## config.mk

```make
export PLATFORM = sky130hd
export DESIGN_NAME = fifo_rd_stream
export DESIGN_NICKNAME = d
export VERILOG_FILES = /design/src/rtl/fifo_rd_stream.sv
export SDC_FILE = /design/constraint.sdc
export NUM_CORES = 1
export LEC_CHECK = 0
export BUFFER_PORTS_ARGS = -buffer_cell sky130_fd_sc_hd__buf_4
export CAP_MARGIN = 25
export CORE_ASPECT_RATIO = 0.8
export CORE_UTILIZATION = 40
export CTS_BUF_LIST = sky130_fd_sc_hd__clkbuf_8
export DETAILED_ROUTE_END_ITERATION = 16
export SYNTH_ARGS = -nofsm -noshare
export SYNTH_HDL_FRONTEND = slang
export SYNTH_SLANG_ARGS = --single-unit
```

## constraint.sdc

```tcl
create_clock -name clk -period 1.5 [get_ports clk]
set_input_delay 0.3 -clock clk [delete_from_list [all_inputs] [get_ports clk]]
set_output_delay 0.3 -clock clk [all_outputs]
set_load 0.05 [all_outputs]
```

## src/rtl/fifo_rd_stream.sv

```systemverilog
// Read-side drainer for a single-clock FIFO with registered dout (1-cycle read latency).
// A 2-entry skid buffer absorbs the read latency and presents a valid/ready stream with burst framing.
module fifo_rd_stream #(
  parameter int DW        = 8,
  parameter int BURST_LEN = 4,
  parameter int CNT_W     = $clog2(BURST_LEN) + 1
) (
  input  logic          clk,
  input  logic          rst,
  input  logic          en,
  input  logic          fifo_empty,
  input  logic [DW-1:0] fifo_dout,
  output logic          fifo_re,
  output logic          m_valid,
  input  logic          m_ready,
  output logic [DW-1:0] m_data,
  output logic          m_last,
  output logic          busy
);

  localparam logic [CNT_W-1:0] LAST_BEAT = CNT_W'(BURST_LEN - 1);

  logic [DW-1:0]    buf_mem [2];
  logic [1:0]       occ;
  logic             inflight;
  logic             rd_ptr;
  logic             wr_ptr;
  logic [CNT_W-1:0] beat;

  logic       pop;
  logic [1:0] pend;
  logic       room;

  assign pop  = m_valid & m_ready;
  assign pend = occ + {1'b0, inflight};
  // Slot freed by this cycle's pop can be reused by the read issued now.
  assign room = pop ? (pend != 2'd3) : (pend < 2'd2);

  assign fifo_re = ~rst & en & ~fifo_empty & room;
  assign m_valid = (occ != 2'd0);
  assign m_data  = m_valid ? buf_mem[rd_ptr] : '0;
  assign m_last  = m_valid & (beat == LAST_BEAT);
  assign busy    = inflight | m_valid;

  always_ff @(posedge clk or posedge rst) begin
    if (rst) begin
      occ      <= 2'd0;
      inflight <= 1'b0;
      rd_ptr   <= 1'b0;
      wr_ptr   <= 1'b0;
      beat     <= '0;
    end else begin
      inflight <= fifo_re;
      occ      <= occ + {1'b0, inflight} - {1'b0, pop};
      if (inflight) wr_ptr <= ~wr_ptr;
      if (pop) begin
        rd_ptr <= ~rd_ptr;
        beat   <= (beat == LAST_BEAT) ? '0 : beat + 1'b1;
      end
    end
  end

  // Data storage needs no reset: m_data is masked while the buffer is empty.
  always_ff @(posedge clk) begin
    if (inflight) buf_mem[wr_ptr] <= fifo_dout;
  end

endmodule
```

==> flow_summary_export.csv, run 1 <==
group,metric,value,unit
floorplanning,rows,15,
sta,holdWs,0.217,ns
flow_run,drv_cap,0,
setup_path,crit_path_end_kind,"primary output",
min_path,hold_path_depth,1,
sta,rsz0062_at_grt,"yes",
finish,n_antenna_cell,0,
min_path,min-delay-start,"fifo_dout[7]",
cts,cts_made_buffers,3,
cts,clkTransAtPathRegs,0.08,ns
floorplanning,initial_core_util,0.439,
route,final_antenna_net_count,0,
yosys,yosysTopAreaCell,"edfxtp_1",
floorplanning,coreArea,2250,um^2
power_and_ir_drop,vdd_ir_drop_max,0.00127,V
sta,maxSlewViolCount,0,
setup_path,timing.rr.start,"occ[0]",
route,initialDrtViolationCount,7,
floorplanning,die_w,57.6,um
global_routing,grtUsageTotal,0.147,
finish,synthToLayoutAreaGrowth,45.6,%
yosys,synth-seq-cells,24,
finish,drive_gt1_frac,0.509,
min_path,worstHoldEndpoint,"buf_mem[1][7]",
sta,slew_headroom,0.749,
setup_path,required,1.20,ns
cts,cts_buffer_depth,2,
setup_path,rr_worst_depth,6,
cts,clock-sinks,24,
floorplanning,design.portCount,25,
sta,setup_tns,-1.59,ns
finish,multiInputGateArea,354,um^2
route,drt-pass1-iter-count,12,
setup_path,start_kind,"register",
route,drc,2,
sta,skew,0.00148,ns
yosys,synth_most_common_cell,"edfxtp_1",
placement,dpl_cell_area,1300,um^2
setup_path,r2r_end,"occ[1]",
outcome,status,"complete, but fails checks",
power_and_ir_drop,cellPowerDensity,2090,nW/um^2
global_routing,first_global_vias,604,
route,viasPerCell,4.70,
route,wl,1640,um
finish,layout.nets,123,
yosys,synth_common_cells,"edfxtp_1, nor2_1, dfrtp_1, mux2i_1, inv_1",
yosys,yosys_warnings,0,
setup_path,cp.arrival,1.40,ns
sta,layout_min_cycle_time,1.70,ns
sta,worst_pin_slew,0.377,ns
outcome,violations,"DRC, setup timing",
floorplanning,dieArea,2680,um^2
yosys,ys_types,21,
finish,regArea,682,um^2
yosys,syn_nets,86,
sta,max_freq,587,MHz
global_routing,antenna_found_initial,0,
yosys,netlist_area,990,um^2
setup_path,r2r_slack,0.14,ns
finish,design_area,1440,um^2
sta,setup_viol,12,
cts,clk_latency,0.26,ns
cts,cts_htree_levels,1,
yosys,async_flop_share,0.333,
placement,dp_hpwl,1230,um
sta,worst_slack,-0.203,ns
placement,io_buffers,24,
setup_path,cp_max_fo,2,
yosys,synthCells,70,
power_and_ir_drop,p_leak,0.624,nW
yosys,yosysTopAreaCellShare,0.485,
yosys,syn_area_per_cell,14.1,um^2
placement,place_congestion,0.773,
cts,cts_tree,"built",
global_routing,grt_max_degree,14,
sta,period_share,1.14,
route,wl_per_cell,12.5,um
placement,dp_worst_setup_slack,-0.00897,ns
finish,fillers,188,
cts,root_buffer,"clkbuf_8",
yosys,synth_edf_count,16,
yosys,yosys-top-cells-area,"edfxtp_1, dfrtp_1, mux2i_1",
sta,finalHoldViolCount,0,
min_path,hold_class,"in -> reg",
yosys,ys.flop_type,"edfxtp_1",
setup_path,worst-setup-path-type,"reg -> out",
global_routing,grt.overflow.total,0,
floorplanning,die_h,46.5,um
cts,postCtsSetupRepairBufs,0,
route,num_vias,616,
yosys,ys_seq_area_frac,0.688,
global_routing,grt_pass1_wl,2640,um
==> sequential cells by signal, indices dropped and copies added, names as in the netlist <==
register	cells
beat	3
inflight	1
rd_ptr	1
occ	2
wr_ptr	1
buf_mem	16
==> worst max-delay path, cell delays in order, from the launching register on <==
cell     delay (ns)
dfrtp_1        0.42
ha_4           0.19
xnor2_4        0.13
o211a_4        0.26
buf_8          0.15
==> worst max path at each step <==
stage            from       to
6_report       occ[0]  fifo_re
5_1_grt        occ[0]  fifo_re
4_1_cts        occ[0]  fifo_re
3_5_place_dp   occ[0]  fifo_re
3_3_place_gp   occ[0]  fifo_re
2_1_floorplan  occ[0]  fifo_re
==> through the flow <==
stage | total power [mW] | util | instances
6_report | 3.01 | 0.640 | 131
5_1_grt | 3.19 | 0.640 | 131
3_3_place_gp | 2.43 | 0.577 | 126
2_1_floorplan | 1.95 | - | 70
4_1_cts | 3.03 | 0.634 | 131
3_5_place_dp | 2.45 | 0.577 | 126
==> cells in the final DEF, fill, tap and decap left out, types with 2 or more instances in the layout <==
master / instances
xnor2_1: 2
buf_6: 8
edfxtp_1: 16
nand2_1: 3
nor2_2: 11
ha_1: 2
clkbuf_8: 4
inv_1: 4
mux2i_1: 8
nand2b_1: 2
buf_4: 22
dfrtp_1: 7
==> cell families (layout without fill, tap and decap cells) <==
group,count (synthesis),count (layout),synth area share
DFF,24,24,0.688
adders and majority gates,3,3,0.0379
xor gates and xnor gates,4,4,0.0354
AOI/OAI and AO/OA,5,5,0.0404
muxes,8,8,0.0809
and+or+nand+nor,20,20,0.0936
buffers and inverters,6,42,0.0240
==> final cells by class <==
type	instances	area share
Clock buffer	4	0.0382
Inverter	5	0.0130
Multi-Input combinational cell	40	0.246
Sequential cell	24	0.473
Tap cell	25	0.0217
Timing Repair Buffer	33	0.208
==> layer usage <==
layer	vias to the layer above	GRT usage	routed length (um)
met5	-	0	0
met3	2	0.0646	87
met2	18	0.258	824
met4	0	0.0585	10
met1	284	0.159	714
li1	312	-	-
==> report_power, final <==
part           total [mW]  leakage (nW)  internal [mW]  switching (mW)
Combinational        1.65         0.352          0.693           0.954
Sequential          0.940         0.243          0.829           0.111
Clock               0.427        0.0288          0.234           0.193
Total                3.01         0.624           1.76            1.26
==> what timing repair did <==
| item | in CTS | in global routing |
|---|---|---|
| hold buffers | 1 | 0 |
| endpoints found under the setup margin | 12 | 12 |
| pin swaps | 1 | 1 |
| hold endpoints to repair | 1 | 0 |
| gates resized for setup | 14 | 2 |
No activity file was read; power rests on OpenSTA's default activity.
==> inputs of run 2 (changes only) <==
--- a/config.mk
+++ b/config.mk
@@ -11,6 +11,7 @@
 export CORE_UTILIZATION = 40
 export CTS_BUF_LIST = sky130_fd_sc_hd__clkbuf_8
 export DETAILED_ROUTE_END_ITERATION = 16
+export MAX_ROUTING_LAYER = met4
 export SYNTH_ARGS = -nofsm -noshare
 export SYNTH_HDL_FRONTEND = slang
 export SYNTH_SLANG_ARGS = --single-unit
==> flow_summary_export.csv, run 2 (synthesized netlist as in run 1, its figures left out) <==
group,metric,value,unit
outcome,status,"complete, but fails checks",
outcome,violations,"DRC, setup timing",
cts,clock-sinks,24,
finish,design_area,1440,um^2
power_and_ir_drop,cellPowerDensity,2090,nW/um^2
sta,holdWs,0.217,ns
cts,clk_latency,0.26,ns
sta,rsz0062_at_grt,"yes",
finish,n_antenna_cell,0,
floorplanning,dieArea,2680,um^2
global_routing,grt.overflow.total,0,
min_path,worstHoldEndpoint,"buf_mem[1][7]",
finish,regMostFlops,"buf_mem",
sta,skew,0.00148,ns
finish,mostFrequentLayoutCells,"buf_4, edfxtp_1, nor2_2",
finish,largest_register_ffs,16,
setup_path,cp_max_fo,2,
sta,maxSlewViolCount,0,
setup_path,timing.rr.start,"occ[0]",
route,wl,1640,um
placement,io_buffers,24,
setup_path,slowest_delay,0.42,ns
sta,finalHoldViolCount,0,
finish,fillers,188,
sta,slew_headroom,0.749,
route,initialDrtViolationCount,7,
global_routing,antenna_found_initial,0,
sta,worst_pin_slew,0.377,ns
route,drc,2,
min_path,min-delay-start,"fifo_dout[7]",
setup_path,rr_worst_depth,6,
placement,dp_hpwl,1230,um
global_routing,grtUsageTotal,0.152,
setup_path,r2r_slack,0.14,ns
setup_path,crit_slowest_cell,"dfrtp_1",
setup_path,r2r_end,"occ[1]",
global_routing,grt_pass1_wl,2640,um
setup_path,worstPathCellList,"ha_4 > xnor2_4 > o211a_4 > buf_8",
floorplanning,design.portCount,25,
floorplanning,die_h,46.5,um
floorplanning,coreArea,2250,um^2
route,drt-pass1-iter-count,12,
floorplanning,die_w,57.6,um
finish,stdcell_count,131,
global_routing,grt_max_degree,14,
route,final_antenna_net_count,0,
cts,postCtsSetupRepairBufs,0,
cts,cts_tree,"built",
cts,cts_made_buffers,3,
placement,place_congestion,0.783,
setup_path,worst-setup-path-type,"reg -> out",
setup_path,start_kind,"register",
sta,setup_viol,12,
finish,fin_util,0.640,
cts,cts_buffer_depth,2,
min_path,hold_path_depth,1,
finish,regArea,682,um^2
finish,top_regs,"buf_mem (16), beat (3), occ (2)",
placement,placedCellCount,126,
route,viasPerCell,4.70,
power_and_ir_drop,vdd_ir_drop_max,0.00127,V
finish,layout.nets,123,
finish,multiInputGateArea,354,um^2
sta,layout_min_cycle_time,1.70,ns
sta,max_freq,587,MHz
placement,dpl_cell_area,1300,um^2
finish,synthToLayoutAreaGrowth,45.6,%
floorplanning,initial_core_util,0.439,
finish,drive_gt1_frac,0.509,
global_routing,first_global_vias,603,
sta,period_share,1.14,
flow_run,drv_cap,0,
power_and_ir_drop,p_leak,0.624,nW
power_and_ir_drop,power,3.01,mW
floorplanning,rows,15,
setup_path,required,1.20,ns
cts,root_buffer,"clkbuf_8",
route,wl_per_cell,12.5,um
cts,cts_htree_levels,1,
cts,clkTransAtPathRegs,0.08,ns
sta,worst_slack,-0.203,ns
setup_path,crit_path_end_kind,"primary output",
finish,mostFrequentLayoutCell,"buf_4",
setup_path,cp.arrival,1.40,ns
min_path,hold_class,"in -> reg",
route,num_vias,616,
[run 2: layout make-up]
type / instances / share of cell area
sequential: 24 / 0.473
multi-input combinational: 40 / 0.246
timing repair buffer: 33 / 0.208
clock buffer: 4 / 0.0382
tap: 25 / 0.0217
inverter: 5 / 0.0130
[run 2: worst max path at each step]
| stage | end | slack (ns) | cells after the start | start |
|---|---|---|---|---|
| 3_5_place_dp | fifo_re | -0.009 | 4 | occ[0] |
| 6_report | fifo_re | -0.20 | 4 | occ[0] |
| 2_1_floorplan | fifo_re | 0.04 | 3 | occ[0] |
| 3_3_place_gp | fifo_re | 0.02 | 4 | occ[0] |
| 4_1_cts | fifo_re | -0.22 | 4 | occ[0] |
| 5_1_grt | fifo_re | -0.27 | 5 | occ[0] |
[run 2: power by group]
part / switching [mW] / internal, mW / total, mW
clock: 0.193 / 0.234 / 0.427
sequential: 0.111 / 0.829 / 0.940
combinational: 0.954 / 0.693 / 1.65
total: 1.26 / 1.76 / 3.01
[run 2: per-layer routing]
metal	GRT usage	vias up	part of all wire
li1	-	312	-
met1	0.159	284	0.44
met2	0.258	18	0.50
met3	0.0646	2	0.053
met4	0.0585	0	0.0061
met5	-	-	0
[run 2: critical path: cells and delay by family (launching register included)]
kind,cells,cell delay [ns]
buffers and inverters,1,0.15
adders and majority gates,1,0.19
AOI/OAI and AO/OA,1,0.26
xor gates and xnor gates,1,0.13
DFF,1,0.42
[run 2: per-stage QoR]
stage | TNS, ns | setup WS (ns)
6_report | -1.59 | -0.203
5_1_grt | -2.41 | -0.269
4_1_cts | -1.90 | -0.223
3_5_place_dp | -0.00897 | -0.00897
3_3_place_gp | 0 | 0.0194
2_1_floorplan | 0 | 0.0359
[run 2: timing repair]
action / CTS / global route
pin swaps: 1 / 1
endpoints found under the hold margin: 1 / 0
hold buffers: 1 / 0
endpoints found under the setup margin: 12 / 12
resized for setup: 14 / 2
cloned: 0 / 0
==> inputs of run 3 (changes only) <==
--- a/config.mk
+++ b/config.mk
@@ -12,6 +12,7 @@
 export CTS_BUF_LIST = sky130_fd_sc_hd__clkbuf_8
 export DETAILED_ROUTE_END_ITERATION = 16
 export MAX_ROUTING_LAYER = met4
+export SKIP_LAST_GASP = 1
 export SYNTH_ARGS = -nofsm -noshare
 export SYNTH_HDL_FRONTEND = slang
 export SYNTH_SLANG_ARGS = --single-unit
==> constraint.sdc (replaced) <==
create_clock -name clk -period 1.5 [get_ports clk]
set_input_delay 0.15 -clock clk [delete_from_list [all_inputs] [get_ports clk]]
set_output_delay 0.15 -clock clk [all_outputs]
set_load 0.05 [all_outputs]
==> flow_summary_export.csv, run 3 (synthesized netlist as in run 1, its figures left out) <==
group,metric,value,unit
placement,dpl_cell_area,1240,um^2
global_routing,first_global_vias,560,
min_path,hold_path_depth,1,
setup_path,worstPathCellList,"ha_4 > xnor2_2 > o211a_1 > buf_6",
sta,worst_slack,-0.0645,ns
finish,mostFrequentLayoutCell,"buf_4",
setup_path,r2r_slack,0.16,ns
finish,largest_register_ffs,16,
finish,multiInputGateArea,320,um^2
cts,cts_buffer_depth,2,
sta,max_freq,639,MHz
sta,layout_min_cycle_time,1.56,ns
placement,place_congestion,0.698,
cts,clk_latency,0.27,ns
global_routing,grtUsageTotal,0.141,
setup_path,slowest_delay,0.42,ns
global_routing,grt_use_met1,0.146,
finish,stdcell_count,131,
power_and_ir_drop,vdd_ir_drop_max,0.00102,V
route,final_antenna_net_count,0,
floorplanning,rows,15,
sta,rsz0062_at_grt,"yes",
sta,setup_tns,-0.0846,ns
setup_path,timing.rr.start,"occ[0]",
cts,clock-sinks,24,
global_routing,gr-usage-met3,0.0534,
setup_path,crit_path_end_kind,"primary output",
finish,fillers,179,
placement,dp_hpwl,1150,um
global_routing,use_met2,0.240,
cts,cts_made_buffers,3,
sta,period_share,1.04,
sta,maxSlewViolCount,0,
placement,io_buffers,24,
setup_path,r2r_end,"occ[1]",
min_path,min-delay-start,"fifo_dout[5]",
setup_path,required,1.35,ns
finish,top_regs,"buf_mem (16), beat (3), occ (2)",
route,wl,1660,um
route,drc,1,
global_routing,grt_max_degree,14,
sta,setup_viol,3,
cts,cts_tree,"built",
sta,holdWs,0.0616,ns
finish,mostFrequentLayoutCells,"buf_4, edfxtp_1, nor2_1",
cts,root_buffer,"clkbuf_8",
global_routing,grt.overflow.total,0,
global_routing,grt_pass1_wl,2440,um
floorplanning,coreArea,2250,um^2
floorplanning,design.portCount,25,
route,initialDrtViolationCount,6,
min_path,hold_class,"in -> reg",
power_and_ir_drop,p_leak,0.617,nW
floorplanning,initial_core_util,0.439,
sta,finalHoldViolCount,0,
global_routing,antenna_found_initial,0,
cts,cts_htree_levels,1,
finish,layout.nets,123,
floorplanning,die_h,46.5,um
global_routing,busiest_layer,"met2",
route,wl_per_cell,12.6,um
finish,n_antenna_cell,0,
route,num_vias,619,
cts,clkTransAtPathRegs,0.08,ns
finish,regMostFlops,"buf_mem",
outcome,violations,"DRC, setup timing",
floorplanning,dieArea,2680,um^2
finish,design_area,1370,um^2
route,viasPerCell,4.73,
setup_path,start_kind,"register",
setup_path,crit_buf_inv,1,
flow_run,drv_cap,0,
sta,worst_pin_slew,0.400,ns
finish,fin_util,0.609,
power_and_ir_drop,power,2.84,mW
placement,placedCellCount,124,
setup_path,rr_worst_depth,6,
sta,slew_headroom,0.734,
finish,drive_gt1_frac,0.415,
route,drt-pass1-iter-count,9,
setup_path,critPathTopFamily,"flip-flops",
setup_path,cp_max_fo,2,
outcome,status,"complete, but fails checks",
min_path,worstHoldEndpoint,"buf_mem[1][5]",
power_and_ir_drop,cellPowerDensity,2070,nW/um^2
setup_path,worst-setup-path-type,"reg -> out",
setup_path,cp.arrival,1.41,ns
setup_path,crit_slowest_cell,"dfrtp_1",
finish,synthToLayoutAreaGrowth,38.6,%
placement,dp_worst_setup_slack,0.101,ns
finish,regArea,681,um^2
sta,skew,0.00684,ns
floorplanning,die_w,57.6,um
run 3: report_power, final:
group	switching (mW)	leakage [nW]	internal (mW)
clock network	0.197	0.0288	0.234
registers	0.0969	0.244	0.826
logic	0.914	0.345	0.568
run 3: per-layer routing:
| metal | vias up | share of wire |
|---|---|---|
| met1 | 286 | 0.46 |
| met2 | 17 | 0.48 |
| li1 | 312 | - |
| met5 | - | 0 |
| met3 | 4 | 0.042 |
| met4 | 0 | 0.019 |
run 3: how the worst max path moves through the flow:
stage	from	to	slack, ns	depth (start not counted)
finish	occ[0]	fifo_re	-0.06	4
global route	occ[0]	fifo_re	-0.13	5
CTS	inflight	fifo_re	-0.07	4
detailed placement	inflight	fifo_re	0.10	4
global placement	inflight	fifo_re	0.11	4
floorplan	rd_ptr	m_data[0]	0.04	3
run 3: what timing repair did:
| action | in CTS | in global routing |
|---|---|---|
| setup buffers | 1 | 1 |
| hold endpoints to repair | 8 | 0 |
| hold buffers | 1 | 0 |
| gates resized for setup | 3 | 7 |
| pin swaps | 1 | 1 |
| endpoints found under the setup margin | 1 | 3 |
run 3: final cells by class:
| class | instances | area share |
|---|---|---|
| clock buffers | 4 | 0.0401 |
| multi-input cells | 40 | 0.234 |
| flip-flops and latches | 24 | 0.496 |
| repair buffers | 33 | 0.193 |
| inverters | 5 | 0.0137 |
| well taps | 25 | 0.0228 |
